==> src/rtl/rapid_pkg.sv <==
// -----------------------------------------------------------------------------
// rapid_pkg
// Shared definitions for the rapid core front end.
//   XLEN / ILEN     : address and instruction widths
//   RAPID_RESET_PC  : default first fetch address after reset
//   fetch_entry_t   : {pc, instr} pair buffered between fetch and decode
//   pc_next()       : sequential PC step (+4, wraps mod 2^32)
//   pc_align()      : clears the byte-offset bits of a PC
// -----------------------------------------------------------------------------
package rapid_pkg;

  localparam int XLEN = 32;
  localparam int ILEN = 32;

  localparam logic [XLEN-1:0] RAPID_RESET_PC = 32'h0000_0000;
  localparam logic [XLEN-1:0] PC_STEP        = 32'h0000_0004;

  typedef struct packed {
    logic [XLEN-1:0] pc;
    logic [ILEN-1:0] instr;
  } fetch_entry_t;

  // Next sequential fetch address; natural 32-bit overflow gives the wrap.
  function automatic logic [XLEN-1:0] pc_next(input logic [XLEN-1:0] pc);
    return pc + PC_STEP;
  endfunction

  // Word-align a PC by dropping the two byte-offset bits.
  function automatic logic [XLEN-1:0] pc_align(input logic [XLEN-1:0] pc);
    return {pc[XLEN-1:2], 2'b00};
  endfunction

endpackage

==> src/rtl/rapid_fetch_fifo.sv <==
// -----------------------------------------------------------------------------
// rapid_fetch_fifo
// First-word-fall-through synchronous FIFO of fetch_entry_t.
// Push and pop in the same cycle are both honoured at any fill level
// (including full, where the written slot is the one being vacated).
// Flush has priority over push and pop.
// Ports:
//   clk, rst   : clock, synchronous active-high reset
//   push       : write push_data at the tail (ignored when full without pop)
//   push_data  : entry to write
//   pop        : remove the head (ignored when empty)
//   flush      : empty the FIFO at the next edge
//   head       : current head entry (valid when !empty)
//   count      : number of stored entries
//   full/empty : status flags
// -----------------------------------------------------------------------------
module rapid_fetch_fifo
  import rapid_pkg::*;
#(
  parameter int DEPTH = 2
) (
  input  logic                       clk,
  input  logic                       rst,
  input  logic                       push,
  input  fetch_entry_t               push_data,
  input  logic                       pop,
  input  logic                       flush,
  output fetch_entry_t               head,
  output logic [$clog2(DEPTH+1)-1:0] count,
  output logic                       full,
  output logic                       empty
);

  localparam int PTR_W = $clog2(DEPTH);
  localparam int CNT_W = $clog2(DEPTH + 1);

  localparam logic [PTR_W-1:0] PTR_ZERO = {PTR_W{1'b0}};
  localparam logic [PTR_W-1:0] PTR_ONE  = {{(PTR_W-1){1'b0}}, 1'b1};
  localparam logic [CNT_W-1:0] CNT_ZERO = {CNT_W{1'b0}};
  localparam logic [CNT_W-1:0] CNT_FULL = CNT_W'(DEPTH);

  fetch_entry_t     entries_r [DEPTH];
  logic [PTR_W-1:0] wr_ptr_r;
  logic [PTR_W-1:0] rd_ptr_r;
  logic [CNT_W-1:0] count_r;

  logic             full_s;
  logic             empty_s;
  logic             do_push_s;
  logic             do_pop_s;
  logic [CNT_W-1:0] count_next_s;

  // Status flags and qualified push/pop strobes.
  always_comb begin
    full_s    = (count_r == CNT_FULL);
    empty_s   = (count_r == CNT_ZERO);
    do_pop_s  = pop && !empty_s;
    do_push_s = push && (!full_s || do_pop_s);
    if (do_push_s && !do_pop_s) begin
      count_next_s = count_r + {{(CNT_W-1){1'b0}}, 1'b1};
    end else if (do_pop_s && !do_push_s) begin
      count_next_s = count_r - {{(CNT_W-1){1'b0}}, 1'b1};
    end else begin
      count_next_s = count_r;
    end
  end

  // Pointer and occupancy registers; flush behaves like a reset.
  always_ff @(posedge clk) begin
    if (rst || flush) begin
      wr_ptr_r <= PTR_ZERO;
      rd_ptr_r <= PTR_ZERO;
      count_r  <= CNT_ZERO;
    end else begin
      if (do_push_s) begin
        wr_ptr_r <= wr_ptr_r + PTR_ONE;
      end
      if (do_pop_s) begin
        rd_ptr_r <= rd_ptr_r + PTR_ONE;
      end
      count_r <= count_next_s;
    end
  end

  // Entry storage; contents are only meaningful below count, so no reset.
  always_ff @(posedge clk) begin
    if (do_push_s && !flush) begin
      entries_r[wr_ptr_r] <= push_data;
    end
  end

  assign head  = entries_r[rd_ptr_r];
  assign count = count_r;
  assign full  = full_s;
  assign empty = empty_s;

endmodule

==> src/rtl/rapid_fetch.sv <==
// -----------------------------------------------------------------------------
// rapid_fetch
// Instruction fetch stage feeding decode.
//   - Issues word-aligned requests on the imem req/gnt interface, keeping at
//     most MAX_OUTSTANDING accepted-but-unanswered requests and never more live
//     requests than the buffer can absorb.
//   - Tags in-order responses with their PC and buffers them in a FWFT FIFO.
//   - Presents the FIFO head to decode with a valid/ready handshake.
//   - On pc_load_i flushes the buffer, restarts at pc_target_i and drops every
//     response belonging to requests accepted up to and including that cycle.
// Optional feature macro: RAPID_FETCH_MISALIGN_EN
//   Defined   : a redirect to a non-word-aligned target raises
//               fetch_misaligned_o (next cycle) and halts fetching until the
//               next aligned redirect or reset.
//   Undefined : fetch_misaligned_o is absent and target bits [1:0] are ignored.
// Ports:
//   clk_i, rst_i             : clock, synchronous active-high reset
//   imem_req_o, imem_addr_o  : fetch request and word address
//   imem_gnt_i               : request accepted this cycle
//   imem_rvalid_i/rdata_i    : in-order response
//   instr_valid_o, instr_o, pc_o, instr_ready_i : decode handshake
//   pc_load_i, pc_target_i   : redirect
//   fetch_misaligned_o       : misaligned-redirect flag (feature only)
// -----------------------------------------------------------------------------
module rapid_fetch
  import rapid_pkg::*;
#(
  parameter logic [XLEN-1:0] RESET_PC        = RAPID_RESET_PC,
  parameter int              FIFO_DEPTH      = 2,
  parameter int              MAX_OUTSTANDING = 2
) (
  input  logic            clk_i,
  input  logic            rst_i,
  output logic            imem_req_o,
  output logic [XLEN-1:0] imem_addr_o,
  input  logic            imem_gnt_i,
  input  logic            imem_rvalid_i,
  input  logic [ILEN-1:0] imem_rdata_i,
  output logic            instr_valid_o,
  output logic [ILEN-1:0] instr_o,
  output logic [XLEN-1:0] pc_o,
  input  logic            instr_ready_i,
  input  logic            pc_load_i,
  input  logic [XLEN-1:0] pc_target_i
`ifdef RAPID_FETCH_MISALIGN_EN
  ,
  output logic            fetch_misaligned_o
`endif
);

  // Outstanding never exceeds MAX_OUTSTANDING <= FIFO_DEPTH, so one counter
  // width serves FIFO occupancy, outstanding and discard alike.
  localparam int CNT_W = $clog2(FIFO_DEPTH + 1);
  localparam int SUM_W = CNT_W + 1;

  localparam logic [CNT_W-1:0] CNT_ZERO  = {CNT_W{1'b0}};
  localparam logic [CNT_W-1:0] CNT_ONE   = {{(CNT_W-1){1'b0}}, 1'b1};
  localparam logic [CNT_W-1:0] MAX_OUT_C = CNT_W'(MAX_OUTSTANDING);
  localparam logic [SUM_W-1:0] DEPTH_C   = SUM_W'(FIFO_DEPTH);

  logic [XLEN-1:0] fetch_pc_r;
  logic [XLEN-1:0] resp_pc_r;
  logic [CNT_W-1:0] outstanding_r;
  logic [CNT_W-1:0] discard_r;

  logic [XLEN-1:0]  fetch_pc_next_s;
  logic [XLEN-1:0]  resp_pc_next_s;
  logic [CNT_W-1:0] outstanding_next_s;
  logic [CNT_W-1:0] discard_next_s;

  logic [XLEN-1:0]  target_s;
  logic             halt_s;
  logic             instr_valid_s;
  logic             pop_s;
  logic             push_s;
  logic [CNT_W-1:0] live_s;
  logic [CNT_W-1:0] fifo_eff_s;
  logic             credit_ok_s;
  logic             req_s;
  logic             accept_s;

  fetch_entry_t     push_entry_s;
  fetch_entry_t     head_s;
  logic [CNT_W-1:0] fifo_count_s;
  logic             fifo_empty_s;
  logic             unused_fifo_full_s;

  assign target_s = pc_align(pc_target_i);

`ifdef RAPID_FETCH_MISALIGN_EN
  logic misaligned_r;

  // Misaligned-redirect flag: set/cleared by each redirect, held otherwise.
  always_ff @(posedge clk_i) begin
    if (rst_i) begin
      misaligned_r <= 1'b0;
    end else if (pc_load_i) begin
      misaligned_r <= (pc_target_i[1:0] != 2'b00);
    end else begin
      misaligned_r <= misaligned_r;
    end
  end

  assign halt_s             = misaligned_r;
  assign fetch_misaligned_o = misaligned_r;
`else
  logic unused_target_bits_s;

  assign halt_s               = 1'b0;
  assign unused_target_bits_s = ^pc_target_i[1:0];
`endif

  // Handshake, credit check and request qualification.
  // A head leaving this cycle frees its slot before any response issued now
  // can land (responses are >= 1 cycle after accept), so the pop is credited
  // immediately; this is what sustains one instruction per cycle with a
  // two-entry buffer.
  always_comb begin
    instr_valid_s = !rst_i && !fifo_empty_s && !pc_load_i;
    pop_s         = instr_valid_s && instr_ready_i;
    live_s        = outstanding_r - discard_r;
    if (pop_s) begin
      fifo_eff_s = fifo_count_s - CNT_ONE;
    end else begin
      fifo_eff_s = fifo_count_s;
    end
    credit_ok_s = (({1'b0, fifo_eff_s} + {1'b0, live_s}) < DEPTH_C);
    req_s       = !rst_i && (outstanding_r < MAX_OUT_C) && credit_ok_s && !halt_s;
    accept_s    = req_s && imem_gnt_i;
    outstanding_next_s = outstanding_r
                       + {{(CNT_W-1){1'b0}}, accept_s}
                       - {{(CNT_W-1){1'b0}}, imem_rvalid_i};
  end

  // Next-state for PCs, discard count and FIFO push; redirect wins.
  always_comb begin
    fetch_pc_next_s = fetch_pc_r;
    resp_pc_next_s  = resp_pc_r;
    discard_next_s  = discard_r;
    push_s          = 1'b0;
    push_entry_s    = '{pc: resp_pc_r, instr: imem_rdata_i};
    if (pc_load_i) begin
      // Everything accepted up to and including now is stale; a response
      // arriving now is already removed from outstanding_next_s.
      fetch_pc_next_s = target_s;
      resp_pc_next_s  = target_s;
      discard_next_s  = outstanding_next_s;
      push_s          = 1'b0;
    end else begin
      if (accept_s) begin
        fetch_pc_next_s = pc_next(fetch_pc_r);
      end else begin
        fetch_pc_next_s = fetch_pc_r;
      end
      if (imem_rvalid_i) begin
        if (discard_r != CNT_ZERO) begin
          discard_next_s = discard_r - CNT_ONE;
          push_s         = 1'b0;
        end else begin
          push_s         = 1'b1;
          resp_pc_next_s = pc_next(resp_pc_r);
        end
      end else begin
        push_s = 1'b0;
      end
    end
  end

  // Fetch state registers.
  always_ff @(posedge clk_i) begin
    if (rst_i) begin
      fetch_pc_r    <= RESET_PC;
      resp_pc_r     <= RESET_PC;
      outstanding_r <= CNT_ZERO;
      discard_r     <= CNT_ZERO;
    end else begin
      fetch_pc_r    <= fetch_pc_next_s;
      resp_pc_r     <= resp_pc_next_s;
      outstanding_r <= outstanding_next_s;
      discard_r     <= discard_next_s;
    end
  end

  rapid_fetch_fifo #(
    .DEPTH (FIFO_DEPTH)
  ) u_fifo (
    .clk       (clk_i),
    .rst       (rst_i),
    .push      (push_s),
    .push_data (push_entry_s),
    .pop       (pop_s),
    .flush     (pc_load_i),
    .head      (head_s),
    .count     (fifo_count_s),
    .full      (unused_fifo_full_s),
    .empty     (fifo_empty_s)
  );

  assign imem_req_o    = req_s;
  assign imem_addr_o   = fetch_pc_r;
  assign instr_valid_o = instr_valid_s;
  assign instr_o       = head_s.instr;
  assign pc_o          = head_s.pc;

endmodule
==> config.mk <==
export PLATFORM = sky130hd
export DESIGN_NAME = rapid_fetch
export DESIGN_NICKNAME = d
export VERILOG_FILES = /design/src/rtl/rapid_pkg.sv /design/src/rtl/rapid_fetch_fifo.sv /design/src/rtl/rapid_fetch.sv
export SDC_FILE = /design/constraint.sdc
export NUM_CORES = 1
export LEC_CHECK = 0
export ABC_AREA = 1
export BUFFER_PORTS_ARGS = -buffer_cell sky130_fd_sc_hd__buf_2
export CORE_ASPECT_RATIO = 0.8
export CORE_MARGIN = 2
export CORE_UTILIZATION = 40
export DETAILED_ROUTE_END_ITERATION = 8
export PLACE_DENSITY = 0.66
export SYNTH_ARGS = -nofsm -noshare
export SYNTH_HDL_FRONTEND = slang
export SYNTH_SLANG_ARGS = --single-unit
==> constraint.sdc <==
create_clock -name clk_i -period 5.26 [get_ports clk_i]
set_clock_uncertainty 0.2 [all_clocks]
set_input_delay 0 -clock clk_i [delete_from_list [all_inputs] [get_ports clk_i]]
set_output_delay 0 -clock clk_i [all_outputs]
set_load 0.005 [all_outputs]
After elaboration in Yosys (flattened, before gate mapping)
Memories as Yosys holds them, arrays and structs flattened. A register that Yosys moved wholly into a read port is not among the register bits.
Index checks and enable logic that the tools add are counted.
- bitwise logic cells: 1
- equality and inequality tests: 2
- reduce and logical (&&, ||, !) cells: 29
- $lt $le $gt $ge: 2
- $add $sub $neg: 11
- multiplexer cells: 18
- operator list (cell ; number):
    32-bit two-way mux ; 5
    32-bit by 3-bit adder with 32-bit output (second input constant) ; 2
    2-bit two-way mux ; 6
    1-bit logical AND ; 11
    2-bit nonzero test ; 5
    1-bit two-way mux ; 7
    1-bit logical NOT ; 6
    2-bit AND reduction ; 3
    2-bit by 1-bit subtractor with 2-bit output (second input constant) ; 2
    2-bit by 2-bit adder with 3-bit output ; 1
    3-bit by 2-bit less-than comparator with 1-bit output (second input constant) ; 1
    1-bit adder (second input constant) ; 2
    2-bit by 1-bit adder with 2-bit output ; 1
    2-bit by 1-bit adder with 2-bit output (second input constant) ; 1
    2-bit == test (second input constant) ; 1
    2-bit logical NOT ; 1
    1-bit logical OR ; 2
    2-bit less-than comparator (second input constant) ; 1
    2-bit inequality test (second input constant) ; 1
    2-bit OR reduction ; 1
    2-bit by 1-bit subtractor with 2-bit output ; 1
    2-bit subtractor ; 1
    1-bit NOT ; 1
- flip-flop bits (word level): 72
- input port bits: 70
- memories: 1
- bits in writable memories: 128
- output and inout port bits: 98
- memory list (memory ; words ; width ; rd ports ; clocked after memory_dff ; wr ports ; line ; text):
    u_fifo.entries_r ; 2 ; 64 ; 1 ; 1 ; 1 ; rapid_fetch_fifo.sv:42 ; fetch_entry_t entries_r [DEPTH];

Logic depth before layout (Yosys ltp)
Gate-level depths: netlist (run 1).
- word-level depth: 13
- mapped depth: 20
- gate-level depth less buffers: 19

Cells and area by module
Synthesis (run 1) repeated with hierarchy kept, for this count alone.
- cell total of the unflattened synthesis: 1002
- area, all modules: 9790.6 um^2
- by module, submodules not included (module ; area an instance (um^2) ; cells each ; instances ; sequential area each (um^2)):
    rapid_fetch_fifo ; 5176.2 ; 239 ; 1 ; 3943.8
    rapid_fetch ; 4614.4 ; 763 ; 1 ; 1281.2

Worst setup path before layout (run 1)
OpenSTA, ideal clock, no wires.
- kind: flip-flop to flip-flop
- start point: register discard_r[0]
- end point: memory u_fifo.entries_r[1][0] (netlist bit) (enable)
- period minus slack after synthesis: 4.341 ns
- slack: 0.919 ns
- setup time: 0.485 ns
- stages on the path, launching flop included: 7
- arrival time: 3.656 ns
- cells stage by stage: dfxtp_1 > inv_1 > ha_1 > nand2_2 > nor2_2 > nand2_1 > nor2_1
- longest elaborated chain between the ends: 8
- ends and longest elaborated chain (element ; line ; text):
    start, declared ; rapid_fetch.sv:64 ; logic [CNT_W-1:0] discard_r;
    start signal, assigned ; rapid_fetch.sv:180 ; discard_r <= discard_next_s;
    2-bit nonzero test ; rapid_fetch.sv:156 ; if (discard_r != CNT_ZERO) begin
    1-bit two-way mux ; rapid_fetch.sv:156 ;
    1-bit two-way mux ; rapid_fetch.sv:155 ; if (imem_rvalid_i) begin
    1-bit two-way mux ; rapid_fetch.sv:142 ; if (pc_load_i) begin
    1-bit logical AND ; rapid_fetch_fifo.sv:58 ; do_push_s = push && (!full_s || do_pop_s);
    1-bit logical AND ; rapid_fetch_fifo.sv:87 ; if (do_push_s && !flush) begin
    1-bit two-way mux ; rapid_fetch_fifo.sv:87 ;
    1-bit two-way mux (not written as such) ; rapid_fetch_fifo.sv:88 ; entries_r[wr_ptr_r] <= push_data;
    end, declared ; rapid_fetch_fifo.sv:42 ;
Every way passes these cells.

Worst setup path in the final report (run 1)
- start point: input rst_i
- end point: register fetch_pc_r[2], in the netlist imem_addr_o[2]
- longest elaborated chain between the ends: 10
- elaborated cells between the ends (all ways): 11
- those cells by class: add/sub (1); order compare (1); mux (1); reduce/logical (8)
- ends and longest elaborated chain (element ; line ; text):
    start, declared ; rapid_fetch.sv:33 ; input logic rst_i,
    1-bit logical NOT ; rapid_fetch.sv:119, rapid_fetch.sv:128 ;
    1-bit logical AND (2 in a row) ; rapid_fetch.sv:119 ; instr_valid_s = !rst_i && !fifo_empty_s && !pc_load_i;
    1-bit logical AND ; rapid_fetch.sv:120 ; pop_s = instr_valid_s && instr_ready_i;
    2-bit two-way mux ; rapid_fetch.sv:122 ; if (pop_s) begin
    2-bit by 2-bit adder with 3-bit output ; rapid_fetch.sv:127 ; credit_ok_s = (({1'b0, fifo_eff_s} + {1'b0, live_s}) < DEPTH_C);
    3-bit by 2-bit less-than comparator with 1-bit output ; rapid_fetch.sv:127 ;
    1-bit logical AND ; rapid_fetch.sv:128 ; req_s = !rst_i && (outstanding_r < MAX_OUT_C) && credit_ok_s && !halt_s;
    1-bit logical AND ; rapid_fetch.sv:129 ; accept_s = req_s && imem_gnt_i;
    2-bit nonzero test (no source line) ; n/a ;
    end signal, assigned ; rapid_fetch.sv:177 ; fetch_pc_r <= fetch_pc_next_s;
    end, declared ; rapid_fetch.sv:61 ; logic [XLEN-1:0] fetch_pc_r;
Several ways; a longest one is shown, not always the timed one.
A chain may end at the register's enable or synchronous reset.

==> summary.json, run 1 <==
{
  "rsz0062_at_grt": "false",
  "setup_viol": 0,
  "maxSlewViolCount": 0,
  "dieHeight_um": 139,
  "rows": 49,
  "wire_per_inst_um": 15.5,
  "critical_path_required_ns": 5.38,
  "htree_levels": 4,
  "achievable-frequency_ghz": 0.243,
  "dieArea_um2": 24100,
  "finalWeightedCongestion": 0.876,
  "cp_num_buf_inv": 7,
  "flow.area_growth_from_synthesis_pct": 27.3,
  "critPathCaptureType": "flip-flop",
  "vdd.ir_drop.worst_mv": 0.235,
  "drt-total-wl_um": 23300,
  "inserted_clock_buffers": 17,
  "ff_latch_count_synth": 193,
  "slew-limit-headroom": 0.409,
  "number_of_violations_of_the_max_capacitance_limit": 0,
  "syn_area_um2": 9140,
  "placement.setup.worst_slack_ns": 1.82,
  "tritoncts": "yes",
  "antenna_cells": 0,
  "p_per_area_nw_per_um2": 318,
  "vias_per_cell": 4.93,
  "hold_path.class": "input port to flip-flop",
  "postSynthAreaPerCell_um2": 9.56,
  "cts.path.max_buffers": 2,
  "cpPeakStageDelay_ns": 0.62,
  "layout_common_cells": "sky130_fd_sc_hd__nand2_1, sky130_fd_sc_hd__buf_2, sky130_fd_sc_hd__edfxtp_1",
  "clock_sinks": 193,
  "clk_pin_slew_worst_paths_ns": 0.07,
  "dp.cells": 1401,
  "ff2ff_setup_slack_ns": 1.59,
  "post_route_cells_drive_above_1_share": 0.246,
  "grt_use_total": 0.195,
  "layout.core_utilization": 0.518,
  "router_iterations_before_antenna_repair": 5,
  "final_common_cell": "sky130_fd_sc_hd__nand2_1",
  "hpwl_um": 15800,
  "grt_pass1_wl_um": 36700,
  "worst_path_dominant_cell_family": "buffers and inverters",
  "path_class": "input port to flip-flop",
  "status": "complete, no violations",
  "postSynthCellCount": 956,
  "floorplan_core_area_um2": 22400,
  "critPathArrivalTime_ns": 4.23,
  "drt_first_iter_violations": 723,
  "start_util": 0.407,
  "cell_by_cell_listing_of_the_critical_path": "dlygate4sd3_1, buf_2, nor2_4, dlygate4sd3_1, inv_2, nor2_4, nand2_2, o21ai_0, fa_1, nor2_1, nand2_1, inv_2, nand2_4, nand2_2, clkinv_2, nand2_1, a31oi_1, dlygate4sd3_1",
  "timing.final.ws_setup_ns": 1.15,
  "drt.antenna.violating_nets": 0,
  "cts.root.buffer_cell": "sky130_fd_sc_hd__clkbuf_16",
  "grt_antenna_before_repair": 0,
  "worstSkewPairLatency_ns": 0.44,
  "post_synth_num_cell_types": 42,
  "routed-via-count": 7450,
  "crit_top_cell": "sky130_fd_sc_hd__dlygate4sd3_1",
  "critical_path.startpoint_type": "input port",
  "hold_violations": 0,
  "nets": 1271,
  "p_leak_nw": 4.54,
  "pin_count_of_the_biggest_net_entering_global_routing": 63,
  "die_w_um": 173,
  "worst_slew_pin_slew_ns": 0.884,
  "slowest_stage": "sky130_fd_sc_hd__dlygate4sd3_1",
  "io_pins": 168,
  "drc_errors": 0,
  "layout.cells.non_filler": 1510,
  "first_global_vias": 7029,
  "yosysWarnings": 0,
  "synth_seq_area_share": 0.559,
  "timing.final.crit_share": 0.781,
  "timing.setup.tns_ns": 0,
  "portBuffers": 161,
  "grt.overflow.total": 0,
  "fin_crit_ns": 4.11,
  "crit_path_max_fanout": 17
}
==> state kept, by name, summed over array words and instances, names as in the netlist, named ones only <==
name and cells:
u_fifo.wr_ptr_r 1, outstanding_r 2, discard_r 2, resp_pc_r 30, u_fifo.entries_r 124, imem_addr_o 30
u_fifo.count 2, u_fifo.rd_ptr_r 1
==> worst paths after layout <==
path              startpoint                endpoint  depth (start not counted)
max                    rst_i          imem_addr_o[2]                         18
min          imem_rdata_i[8]  u_fifo.entries_r[0][8]                          2
max reg2reg  u_fifo.count[0]          imem_addr_o[2]                         15
min reg2reg     discard_r[0]            discard_r[0]                          1
==> through the flow <==
stage,hold WS [ns],power (mW),area [um^2]
5_1_grt,0.0778,3.86,11600
2_1_floorplan,-0.118,2.16,9150
6_report,0.0817,3.70,11600
3_3_place_gp,-0.0123,2.35,10300
3_5_place_dp,-0.00787,2.36,10300
4_1_cts,0.0652,3.72,11600
==> cells by family (layout without fill, tap and decap cells) <==
kind of cell               count (synthesis)  in the layout  share of synthesized area
AOI/OAI and AO/OA                        125            125                     0.0735
muxes                                     62             62                     0.0764
xor gates and xnor gates                  22             22                     0.0211
buffers and inverters                    126            371                     0.0578
and+or+nand+nor                          417            417                      0.198
DFF                                      193            193                      0.559
other                                      1              4                   0.000410
adders and majority gates                 10             10                     0.0145
==> area by class of cell <==
| cell class | instances | area (um^2) |
|---|---|---|
| sequential | 193 | 5110 |
| fill | 2050 | 10800 |
| clock buffer | 17 | 425 |
| timing repair buffer | 243 | 1640 |
| clock inverter | 15 | 183 |
| multi-input combinational | 640 | 3530 |
| inverter | 96 | 362 |
| tap | 306 | 383 |
==> Yosys cell counts (all sizes together) <==
cell type  count  area share
and2           2      0.0014
clkinv         1     0.00055
nor3           7      0.0049
edfxtp       124        0.41
o21ai         43       0.024
nand4          5      0.0034
a21boi         1     0.00082
buf           19       0.014
or2            3      0.0021
ha             9       0.012
nand3         59       0.033
o22ai          3      0.0021
conb           1     0.00041
fa             1      0.0022
a31oi         13      0.0089
nor3b          1     0.00082
nor2         106       0.052
o31ai          3      0.0025
nand3b         3      0.0025
clkbuf        11      0.0047
o211ai         1     0.00082
xnor2          9      0.0086
o21bai         3      0.0025
xor2          13       0.012
inv           95       0.039
a22o           1     0.00096
o21a           1     0.00082
nand2        231       0.097
dfxtp         69        0.15
a21oi         56       0.031
mux2          62       0.076
==> routing by layer <==
metal,part of all wire,track usage,up-vias
li1,-,-,3676
met1,0.48,0.283,3468
met2,0.43,0.294,289
met3,0.077,0.0455,17
met4,0.011,0.0500,0
met5,0,0,-
==> report_power, final <==
| part | switching [mW] | leakage, nW | internal (mW) |
|---|---|---|---|
| Sequential | 0.0816 | 1.71 | 1.73 |
| Clock | 0.633 | 0.298 | 0.685 |
| Combinational | 0.324 | 2.53 | 0.244 |
==> what timing repair did <==
| item | 4_1_cts | 5_1_grt |
|---|---|---|
| hold buffers | 77 | 0 |
| endpoints found under the hold margin | 132 | 0 |
| resized for setup | 0 | 0 |
| buffers inserted | 0 | 0 |
| setup endpoints to repair | 0 | 0 |
Note: power is estimated with default switching activity, not from simulation.
==> run 2: changes to the inputs <==
--- a/config.mk
+++ b/config.mk
@@ -11,7 +11,7 @@
 export CORE_MARGIN = 2
 export CORE_UTILIZATION = 40
 export DETAILED_ROUTE_END_ITERATION = 8
-export PLACE_DENSITY = 0.66
+export PLACE_DENSITY = 0.68
 export SYNTH_ARGS = -nofsm -noshare
 export SYNTH_HDL_FRONTEND = slang
 export SYNTH_SLANG_ARGS = --single-unit
==> constraint.sdc (replaced) <==
create_clock -name clk_i -period 3.76 [get_ports clk_i]
set_clock_uncertainty 0.2 [all_clocks]
set_input_delay 0 -clock clk_i [delete_from_list [all_inputs] [get_ports clk_i]]
set_output_delay 0 -clock clk_i [all_outputs]
set_load 0.005 [all_outputs]
==> run 2 against run 1 <==
Effect of this change: first-iteration DRC count decreased by 10%; total power increased by 39%; via count decreased by 0.44%; design area about the same; register-to-register slack got worse by 1.1 ns; largest cell class unchanged.
==> summary.json, run 2 (synthesized netlist as in run 1, its figures left out) <==
{
  "hold_path_startpoint": {"value": "imem_rdata_i[3]", "change": "was imem_rdata_i[8]"},
  "p_per_area": {"value": 443, "unit": "nW/um^2", "change": "was 318 nW/um^2"},
  "grt_antenna_before_repair": {"value": 1, "change": "was 0"},
  "number_of_violations_of_the_max_capacitance_limit": {"value": 0, "change": "unchanged"},
  "portBuffers": {"value": 161, "change": "unchanged"},
  "finalWeightedCongestion": {"value": 0.927, "change": "was 0.876"},
  "max_flop_register": {"value": "u_fifo.entries_r", "change": "unchanged"},
  "nets": {"value": 1272, "change": "was 1,271"},
  "rows": {"value": 49, "change": "unchanged"},
  "slowest_stage": {"value": "sky130_fd_sc_hd__fa_1", "change": "was sky130_fd_sc_hd__dlygate4sd3_1"},
  "slew-limit-headroom": {"value": 0.522, "change": "was 0.409"},
  "grt.overflow.total": {"value": 0, "change": "unchanged"},
  "path_class": {"value": "flip-flop to flip-flop", "change": "was input port to flip-flop"},
  "crit_path_max_fanout": {"value": 7, "change": "was 17"},
  "fin_worst_hold_slack": {"value": 0.0842, "unit": "ns", "change": "was 0.0817 ns"},
  "flow.area_growth_from_synthesis": {"value": 27.3, "unit": "%", "change": "about the same"},
  "cts_post_setup_buffers_inserted": {"value": 0, "change": "unchanged"},
  "final_common_cell": {"value": "sky130_fd_sc_hd__nand2_1", "change": "unchanged"},
  "vdd.ir_drop.worst": {"value": 0.240, "unit": "mV", "change": "was 0.235 mV"},
  "cpPeakStageDelay": {"value": 0.47, "unit": "ns", "change": "was 0.62 ns"},
  "antenna_cells": {"value": 0, "change": "unchanged"},
  "drt.antenna.violating_nets": {"value": 0, "change": "unchanged"},
  "maxSlewViolCount": {"value": 0, "change": "unchanged"},
  "tritoncts": {"value": "yes", "change": "unchanged"},
  "inserted_clock_buffers": {"value": 17, "change": "unchanged"},
  "hpwl": {"value": 15900, "unit": "um", "change": "was 15,800 um"},
  "critPathCaptureType": {"value": "flip-flop", "change": "unchanged"},
  "hold_path.class": {"value": "input port to flip-flop", "change": "unchanged"},
  "critical_path_required": {"value": 3.88, "unit": "ns", "change": "was 5.38 ns"},
  "dieHeight": {"value": 139, "unit": "um", "change": "unchanged"},
  "critical_path.startpoint_type": {"value": "flip-flop", "change": "was input port"},
  "hold_end": {"value": "u_fifo.entries_r[0][3]", "change": "was u_fifo.entries_r[0][8]"},
  "floorplan_core_area": {"value": 22400, "unit": "um^2", "change": "unchanged"},
  "first_global_vias": {"value": 7150, "change": "was 7,029"},
  "grt_pass1_wl": {"value": 37500, "unit": "um", "change": "was 36,700 um"},
  "vias_per_cell": {"value": 4.91, "change": "was 4.93"},
  "io_pins": {"value": 168, "change": "unchanged"},
  "timing.final.ws_setup": {"value": 0.441, "unit": "ns", "change": "was 1.15 ns"},
  "drt-total-wl": {"value": 23300, "unit": "um", "change": "about the same"},
  "status": {"value": "complete, no violations", "change": "unchanged"},
  "setup_viol": {"value": 0, "change": "unchanged"},
  "clock_sinks": {"value": 193, "change": "unchanged"},
  "hold_violations": {"value": 0, "change": "unchanged"},
  "drt_first_iter_violations": {"value": 650, "change": "was 723"},
  "timing.setup.tns": {"value": 0, "unit": "ns", "change": "unchanged"},
  "cts.root.buffer_cell": {"value": "sky130_fd_sc_hd__clkbuf_16", "change": "unchanged"},
  "worstSkewPairLatency": {"value": 0.43, "unit": "ns", "change": "was 0.44 ns"},
  "routed-via-count": {"value": 7417, "change": "was 7,450"},
  "rsz0062_at_grt": {"value": "false", "change": "unchanged"},
  "dieArea": {"value": 24100, "unit": "um^2", "change": "unchanged"},
  "grt_use_total": {"value": 0.196, "change": "was 0.195"},
  "critPathArrivalTime": {"value": 3.44, "unit": "ns", "change": "was 4.23 ns"},
  "die_w": {"value": 173, "unit": "um", "change": "unchanged"},
  "largest_register_ff_count": {"value": 124, "change": "unchanged"},
  "fin_crit_ns": 3.32,
  "wire_per_inst": {"value": 15.4, "unit": "um", "change": "was 15.5 um"},
  "layout.core_utilization": {"value": 0.518, "change": "about the same"},
  "start_util": {"value": 0.407, "change": "unchanged"},
  "cts.path.max_buffers": {"value": 2, "change": "unchanged"},
  "reg2reg_to": {"value": "discard_r[1]", "change": "was imem_addr_o[2]"},
  "layout_common_cells": {"value": "sky130_fd_sc_hd__nand2_1, sky130_fd_sc_hd__buf_2, sky130_fd_sc_hd__edfxtp_1", "change": "unchanged"},
  "pin_count_of_the_biggest_net_entering_global_routing": {"value": 63, "change": "unchanged"},
  "timing.final.crit_share": 0.883,
  "clk_pin_slew_worst_paths": {"value": 0.07, "unit": "ns", "change": "about the same"},
  "p_leak": {"value": 4.53, "unit": "nW", "change": "was 4.54 nW"},
  "post_route_cells_drive_above_1_share": {"value": 0.247, "change": "was 0.246"},
  "achievable-frequency_ghz": 0.301,
  "cell_by_cell_listing_of_the_critical_path": {"value": "inv_1, ha_1, nor2_4, nand2_2, o21ai_0, fa_1, nor2_1, nand2_1, inv_2, nand2_4, ha_1, inv_1, ha_1, xor2_1, nand2_1, nand2_1, nor2_1, a22o_1", "change": "was dlygate4sd3_1, buf_2, nor2_4, dlygate4sd3_1, inv_2, nor2_4, nand2_2, o21ai_0, fa_1, nor2_1, nand2_1, inv_2, nand2_4, nand2_2, clkinv_2, nand2_1, a31oi_1, dlygate4sd3_1"},
  "timing.reg2reg.worst_path_depth": {"value": 18, "change": "was 15"},
  "worstReg2RegStart": {"value": "u_fifo.count[0]", "change": "unchanged"},
  "router_iterations_before_antenna_repair": {"value": 5, "change": "unchanged"},
  "htree_levels": {"value": 4, "change": "unchanged"},
  "worst_slew_pin_slew": {"value": 0.717, "unit": "ns", "change": "was 0.884 ns"},
  "worstHoldPathCells": {"value": 2, "change": "unchanged"},
  "drc_errors": {"value": 0, "change": "unchanged"},
  "ff2ff_setup_slack": {"value": 0.44, "unit": "ns", "change": "was 1.59 ns"},
  "placement.setup.worst_slack": {"value": 0.449, "unit": "ns", "change": "was 1.82 ns"}
}
==> run 2: critical path, delay by kind of cell, from the launching register on <==
kind                       cells  cell delay [ns]
adders and majority gates      4             1.16
buffers and inverters          3             0.20
xor gates and xnor gates       1             0.17
DFF                            1             0.34
AOI/OAI and AO/OA              2             0.46
and+or+nand+nor                8             0.68
==> run 2: layout make-up <==
type / count / area (um^2)
Clock buffer: 17 / 425
Inverter: 96 / 362
Sequential cell: 193 / 5110
Fill cell: 2079 / 10800
Tap cell: 306 / 383
Clock inverter: 15 / 179
Timing Repair Buffer: 244 / 1640
Multi-Input combinational cell: 640 / 3530
==> run 2: worst max-delay path by stage <==
stage	start	to	slack (ns)	cells after the start
after floorplan	discard_r[0]	u_fifo.entries_r[1][0]	0.46	6
after global placement	u_fifo.count[0]	discard_r[1]	0.51	18
after detailed placement	u_fifo.count[0]	discard_r[1]	0.45	18
after CTS	u_fifo.count[0]	discard_r[1]	0.44	18
after global routing	u_fifo.count[0]	discard_r[1]	0.19	18
final	u_fifo.count[0]	discard_r[1]	0.44	18
==> run 2: metrics by stage <==
stage,instances,total power [mW],cell area [um^2]
4_1_cts,1511,5.20,11600
5_1_grt,1511,5.39,11600
2_1_floorplan,959,3.02,9160
3_5_place_dp,1403,3.31,10300
6_report,1511,5.16,11600
3_3_place_gp,1403,3.29,10300
==> run 2: timing repair <==
| item | 4_1_cts | 5_1_grt |
|---|---|---|
| endpoints found under the hold margin | 132 | 0 |
| resized for setup | 0 | 0 |
| hold buffers | 76 | 0 |
==> run 2: report_power, final <==
group / switching (mW) / total [mW] / leakage (nW) / internal, mW
clock: 0.869 / 1.83 / 0.293 / 0.957
combinational: 0.454 / 0.795 / 2.53 / 0.341
sequential: 0.116 / 2.54 / 1.71 / 2.42
total: 1.44 / 5.16 / 4.53 / 3.72
==> run 2: layer usage <==
layer	wire length, um	global-route usage
met5	0	0
met4	237	0.0406
met3	1760	0.0491
met2	10100	0.300
met1	11200	0.283
==> run 3: changes to the inputs <==
--- a/config.mk
+++ b/config.mk
@@ -10,6 +10,7 @@
 export CORE_ASPECT_RATIO = 0.8
 export CORE_MARGIN = 2
 export CORE_UTILIZATION = 40
+export CTS_BUF_LIST = sky130_fd_sc_hd__clkbuf_2
 export DETAILED_ROUTE_END_ITERATION = 8
 export PLACE_DENSITY = 0.68
 export SYNTH_ARGS = -nofsm -noshare
==> run 3 against run 2 <==
Effect of this change: first-iteration DRC count grew 38%; design area grew 4.4%; count of clock-buffer cells in the layout is the same.
==> summary.json, run 3 (synthesized netlist as in run 1, its figures left out) <==
{
  "status": {"value": "complete, no violations", "change": "unchanged"},
  "router_iterations_before_antenna_repair": {"value": 7, "change": "was 5"},
  "slew-limit-headroom": {"value": 0.503, "change": "was 0.522"},
  "worstHoldPathCells": {"value": 6, "change": "was 2"},
  "timing.final.ws_setup": {"value": 0.196, "unit": "ns", "change": "was 0.441 ns"},
  "drt-total-wl": {"value": 24800, "unit": "um", "change": "was 23,300 um"},
  "intPower": {"value": 3.11, "unit": "mW", "change": "was 3.72 mW"},
  "start_util": {"value": 0.407, "change": "unchanged"},
  "drt_first_iter_violations": {"value": 895, "change": "was 650"},
  "hold_path.class": {"value": "input port to flip-flop", "change": "unchanged"},
  "vdd.ir_drop.worst": {"value": 0.167, "unit": "mV", "change": "was 0.240 mV"},
  "clk_pin_slew_worst_paths": {"value": 0.32, "unit": "ns", "change": "was 0.07 ns"},
  "maxSlewViolCount": {"value": 0, "change": "unchanged"},
  "max_flop_register": {"value": "u_fifo.entries_r", "change": "unchanged"},
  "p_per_area": {"value": 372, "unit": "nW/um^2", "change": "was 443 nW/um^2"},
  "first_global_vias": {"value": 7774, "change": "was 7,150"},
  "timing.setup.tns": {"value": 0, "unit": "ns", "change": "unchanged"},
  "grt_met1_usage": {"value": 0.289, "change": "was 0.283"},
  "nets": {"value": 1357, "change": "was 1,272"},
  "grt.overflow.total": {"value": 0, "change": "unchanged"},
  "power.clock.fraction": {"value": 0.242, "change": "was 0.354"},
  "switching_share": {"value": 0.310, "change": "was 0.279"},
  "wire_per_inst": {"value": 15.5, "unit": "um", "change": "was 15.4 um"},
  "grt_pass1_wl": {"value": 40100, "unit": "um", "change": "was 37,500 um"},
  "slowest_stage": {"value": "sky130_fd_sc_hd__dlygate4sd3_1", "change": "was sky130_fd_sc_hd__fa_1"},
  "pin_count_of_the_biggest_net_entering_global_routing": {"value": 63, "change": "unchanged"},
  "rows": {"value": 49, "change": "unchanged"},
  "cts.path.max_buffers": {"value": 2, "change": "unchanged"},
  "die_w": {"value": 173, "unit": "um", "change": "unchanged"},
  "placement.setup.worst_slack": {"value": 0.449, "unit": "ns", "change": "unchanged"},
  "layout.area.seq": {"value": 5110, "unit": "um^2", "change": "unchanged"},
  "critical_path.startpoint_type": {"value": "input port", "change": "was flip-flop"},
  "power.share.sequential": {"value": 0.562, "change": "was 0.492"},
  "final_common_cell": {"value": "sky130_fd_sc_hd__nand2_1", "change": "unchanged"},
  "drt.antenna.violating_nets": {"value": 0, "change": "unchanged"},
  "grt_use_total": {"value": 0.209, "change": "was 0.196"},
  "flow.area_growth_from_synthesis": {"value": 32.9, "unit": "%", "change": "was 27.3%"},
  "dieArea": {"value": 24100, "unit": "um^2", "change": "unchanged"},
  "path_class": {"value": "input port to flip-flop", "change": "was flip-flop to flip-flop"},
  "reg2reg_to": {"value": "imem_addr_o[2]", "change": "was discard_r[1]"},
  "dieHeight": {"value": 139, "unit": "um", "change": "unchanged"},
  "power_switching": {"value": 1.40, "unit": "mW", "change": "was 1.44 mW"},
  "ff2ff_setup_slack": {"value": 0.34, "unit": "ns", "change": "was 0.44 ns"},
  "htree_levels": {"value": 4, "change": "unchanged"},
  "largest_register_ff_count": {"value": 124, "change": "unchanged"},
  "worstReg2RegStart": {"value": "u_fifo.count[0]", "change": "unchanged"},
  "fin_crit": {"value": 3.56, "unit": "ns", "change": "was 3.32 ns"},
  "cts.root.buffer_cell": {"value": "sky130_fd_sc_hd__clkbuf_2", "change": "was sky130_fd_sc_hd__clkbuf_16"},
  "met3_global_route_usage": {"value": 0.0532, "change": "was 0.0491"},
  "routed-via-count": {"value": 7945, "change": "was 7,417"},
  "globalRouteMet2Util": {"value": 0.326, "change": "was 0.300"},
  "inserted_clock_buffers": {"value": 17, "change": "unchanged"},
  "timing.final.crit_share": {"value": 0.948, "change": "was 0.883"},
  "crit_path_max_fanout": {"value": 13, "change": "was 7"},
  "rsz0062_at_grt": {"value": "false", "change": "unchanged"},
  "layout.core_utilization": {"value": 0.541, "change": "was 0.518"},
  "hold_violations": {"value": 0, "change": "unchanged"},
  "io_pins": {"value": 168, "change": "unchanged"},
  "vias_per_cell": {"value": 4.97, "change": "was 4.91"},
  "setup_viol": {"value": 0, "change": "unchanged"},
  "cell_by_cell_listing_of_the_critical_path": {"value": "dlygate4sd3_1, buf_2, dlygate4sd3_1, nor2_4, inv_2, nor2_4, nand2_2, o21ai_0, fa_1, nor2_1, nand2_1, inv_2, nand2_4, nor2_4, nand2_1, a31oi_1, dlygate4sd3_1", "change": "was inv_1, ha_1, nor2_4, nand2_2, o21ai_0, fa_1, nor2_1, nand2_1, inv_2, nand2_4, ha_1, inv_1, ha_1, xor2_1, nand2_1, nand2_1, nor2_1, a22o_1"},
  "achievable-frequency": {"value": 0.281, "unit": "GHz", "change": "was 0.301 GHz"},
  "critPathArrivalTime": {"value": 4.11, "unit": "ns", "change": "was 3.44 ns"},
  "hpwl": {"value": 15900, "unit": "um", "change": "unchanged"},
  "fillers": {"value": 2027, "change": "was 2,079"},
  "hold_end": {"value": "imem_addr_o[20]", "change": "was u_fifo.entries_r[0][3]"},
  "area_of_the_multi_input_gates": {"value": 3540, "unit": "um^2", "change": "was 3530 um^2"},
  "share_comb_of_total_power": {"value": 0.196, "change": "was 0.154"},
  "layout_common_cells": {"value": "sky130_fd_sc_hd__nand2_1, sky130_fd_sc_hd__buf_2, sky130_fd_sc_hd__dlygate4sd3_1", "change": "was sky130_fd_sc_hd__nand2_1, sky130_fd_sc_hd__buf_2, sky130_fd_sc_hd__edfxtp_1"},
  "drc_errors": {"value": 0, "change": "unchanged"},
  "grt_antenna_before_repair": {"value": 3, "change": "was 1"},
  "p_leak": {"value": 4.74, "unit": "nW", "change": "was 4.53 nW"},
  "clock_sinks": {"value": 193, "change": "unchanged"},
  "globalRoute.busiestLayer": {"value": "met2", "change": "unchanged"},
  "critPathCaptureType": {"value": "flip-flop", "change": "unchanged"},
  "timing.reg2reg.worst_path_depth": {"value": 14, "change": "was 18"},
  "worstSkewPairLatency": {"value": 0.78, "unit": "ns", "change": "was 0.43 ns"},
  "cpPeakStageDelay": {"value": 0.61, "unit": "ns", "change": "was 0.47 ns"},
  "tritoncts": {"value": "yes", "change": "unchanged"},
  "portBuffers": {"value": 161, "change": "unchanged"},
  "cts_post_setup_buffers_inserted": {"value": 0, "change": "unchanged"},
  "number_of_violations_of_the_max_capacitance_limit": {"value": 0, "change": "unchanged"},
  "worst_slew_pin_slew": {"value": 0.745, "unit": "ns", "change": "was 0.717 ns"},
  "floorplan_core_area": {"value": 22400, "unit": "um^2", "change": "unchanged"},
  "critical_path_required": {"value": 4.31, "unit": "ns", "change": "was 3.88 ns"},
  "post_route_cells_drive_above_1_share": {"value": 0.232, "change": "was 0.247"},
  "finalWeightedCongestion": {"value": 0.927, "change": "unchanged"},
  "hold_path_startpoint": {"value": "imem_gnt_i", "change": "was imem_rdata_i[3]"}
}
## run 3: cell types whose count changed in the layout (fill, tap and decap cells not counted)
cell and change:
sky130_fd_sc_hd__nor2_2 +1, sky130_fd_sc_hd__diode_2 +1, sky130_fd_sc_hd__clkbuf_2 +17, sky130_fd_sc_hd__nand2_4 +1, sky130_fd_sc_hd__dlygate4sd3_1 +84, sky130_fd_sc_hd__inv_4 +1
sky130_fd_sc_hd__clkbuf_16 -17, sky130_fd_sc_hd__clkinv_2 -1, sky130_fd_sc_hd__nand2_2 -1
## run 3: area by class of cell
type                            count  share of cell area
Sequential cell                   193               0.420
Multi-Input combinational cell    641               0.292
Timing Repair Buffer              328               0.205
Tap cell                          306              0.0315
Inverter                           96              0.0299
Clock inverter                     15              0.0147
Clock buffer                       17             0.00700
Antenna cell                        1            0.000206
## run 3: worst max-delay path by stage
stage | from | to | slack (ns) | depth (start not counted)
2_1_floorplan | discard_r[0] | u_fifo.entries_r[1][0] | 0.46 | 6
3_3_place_gp | u_fifo.count[0] | discard_r[1] | 0.51 | 18
3_5_place_dp | u_fifo.count[0] | discard_r[1] | 0.45 | 18
4_1_cts | pc_load_i | imem_addr_o[26] | 0.06 | 18
5_1_grt | pc_load_i | discard_r[1] | 0.06 | 21
6_report | pc_load_i | imem_addr_o[2] | 0.20 | 17
## run 3: worst max-delay path: cells and delay by family
kind                       cells  cell delay, ns
buffers and inverters          6            2.04
and+or+nand+nor                8            1.16
adders and majority gates      1            0.47
AOI/OAI and AO/OA              2            0.43
## run 3: power by group through the flow
stage               sequential, mW  clock (mW)  combinational (mW)
global placement              2.58           0               0.715
detailed placement            2.58           0               0.728
global route                  2.56        1.19               0.982
CTS                           2.54        1.12               0.864
floorplan                     2.55           0               0.470
finish                        2.54        1.09               0.884
## run 3: through the flow
stage | cell area, um^2 | hold WS (ns) | cells | total power [mW]
after floorplan | 9160 | -0.118 | 959 | 3.02
after global placement | 10300 | -0.0125 | 1403 | 3.29
after detailed placement | 10300 | -0.00762 | 1403 | 3.31
after CTS | 12100 | 0.00798 | 1595 | 4.52
after global routing | 12100 | 0.0134 | 1597 | 4.74
final | 12100 | 0.0454 | 1597 | 4.52
## run 3: what timing repair did
| action | CTS | global route |
|---|---|---|
| gates resized for setup | 0 | 2 |
| setup endpoints to repair | 0 | 3 |
| hold buffers | 160 | 0 |
| endpoints found under the hold margin | 257 | 0 |
## run 3: per-layer routing
layer | part of all wire | wire length [um]
met1 | 0.45 | 11300
met2 | 0.44 | 10900
met3 | 0.088 | 2190
met4 | 0.016 | 407
met5 | 0.00052 | 13
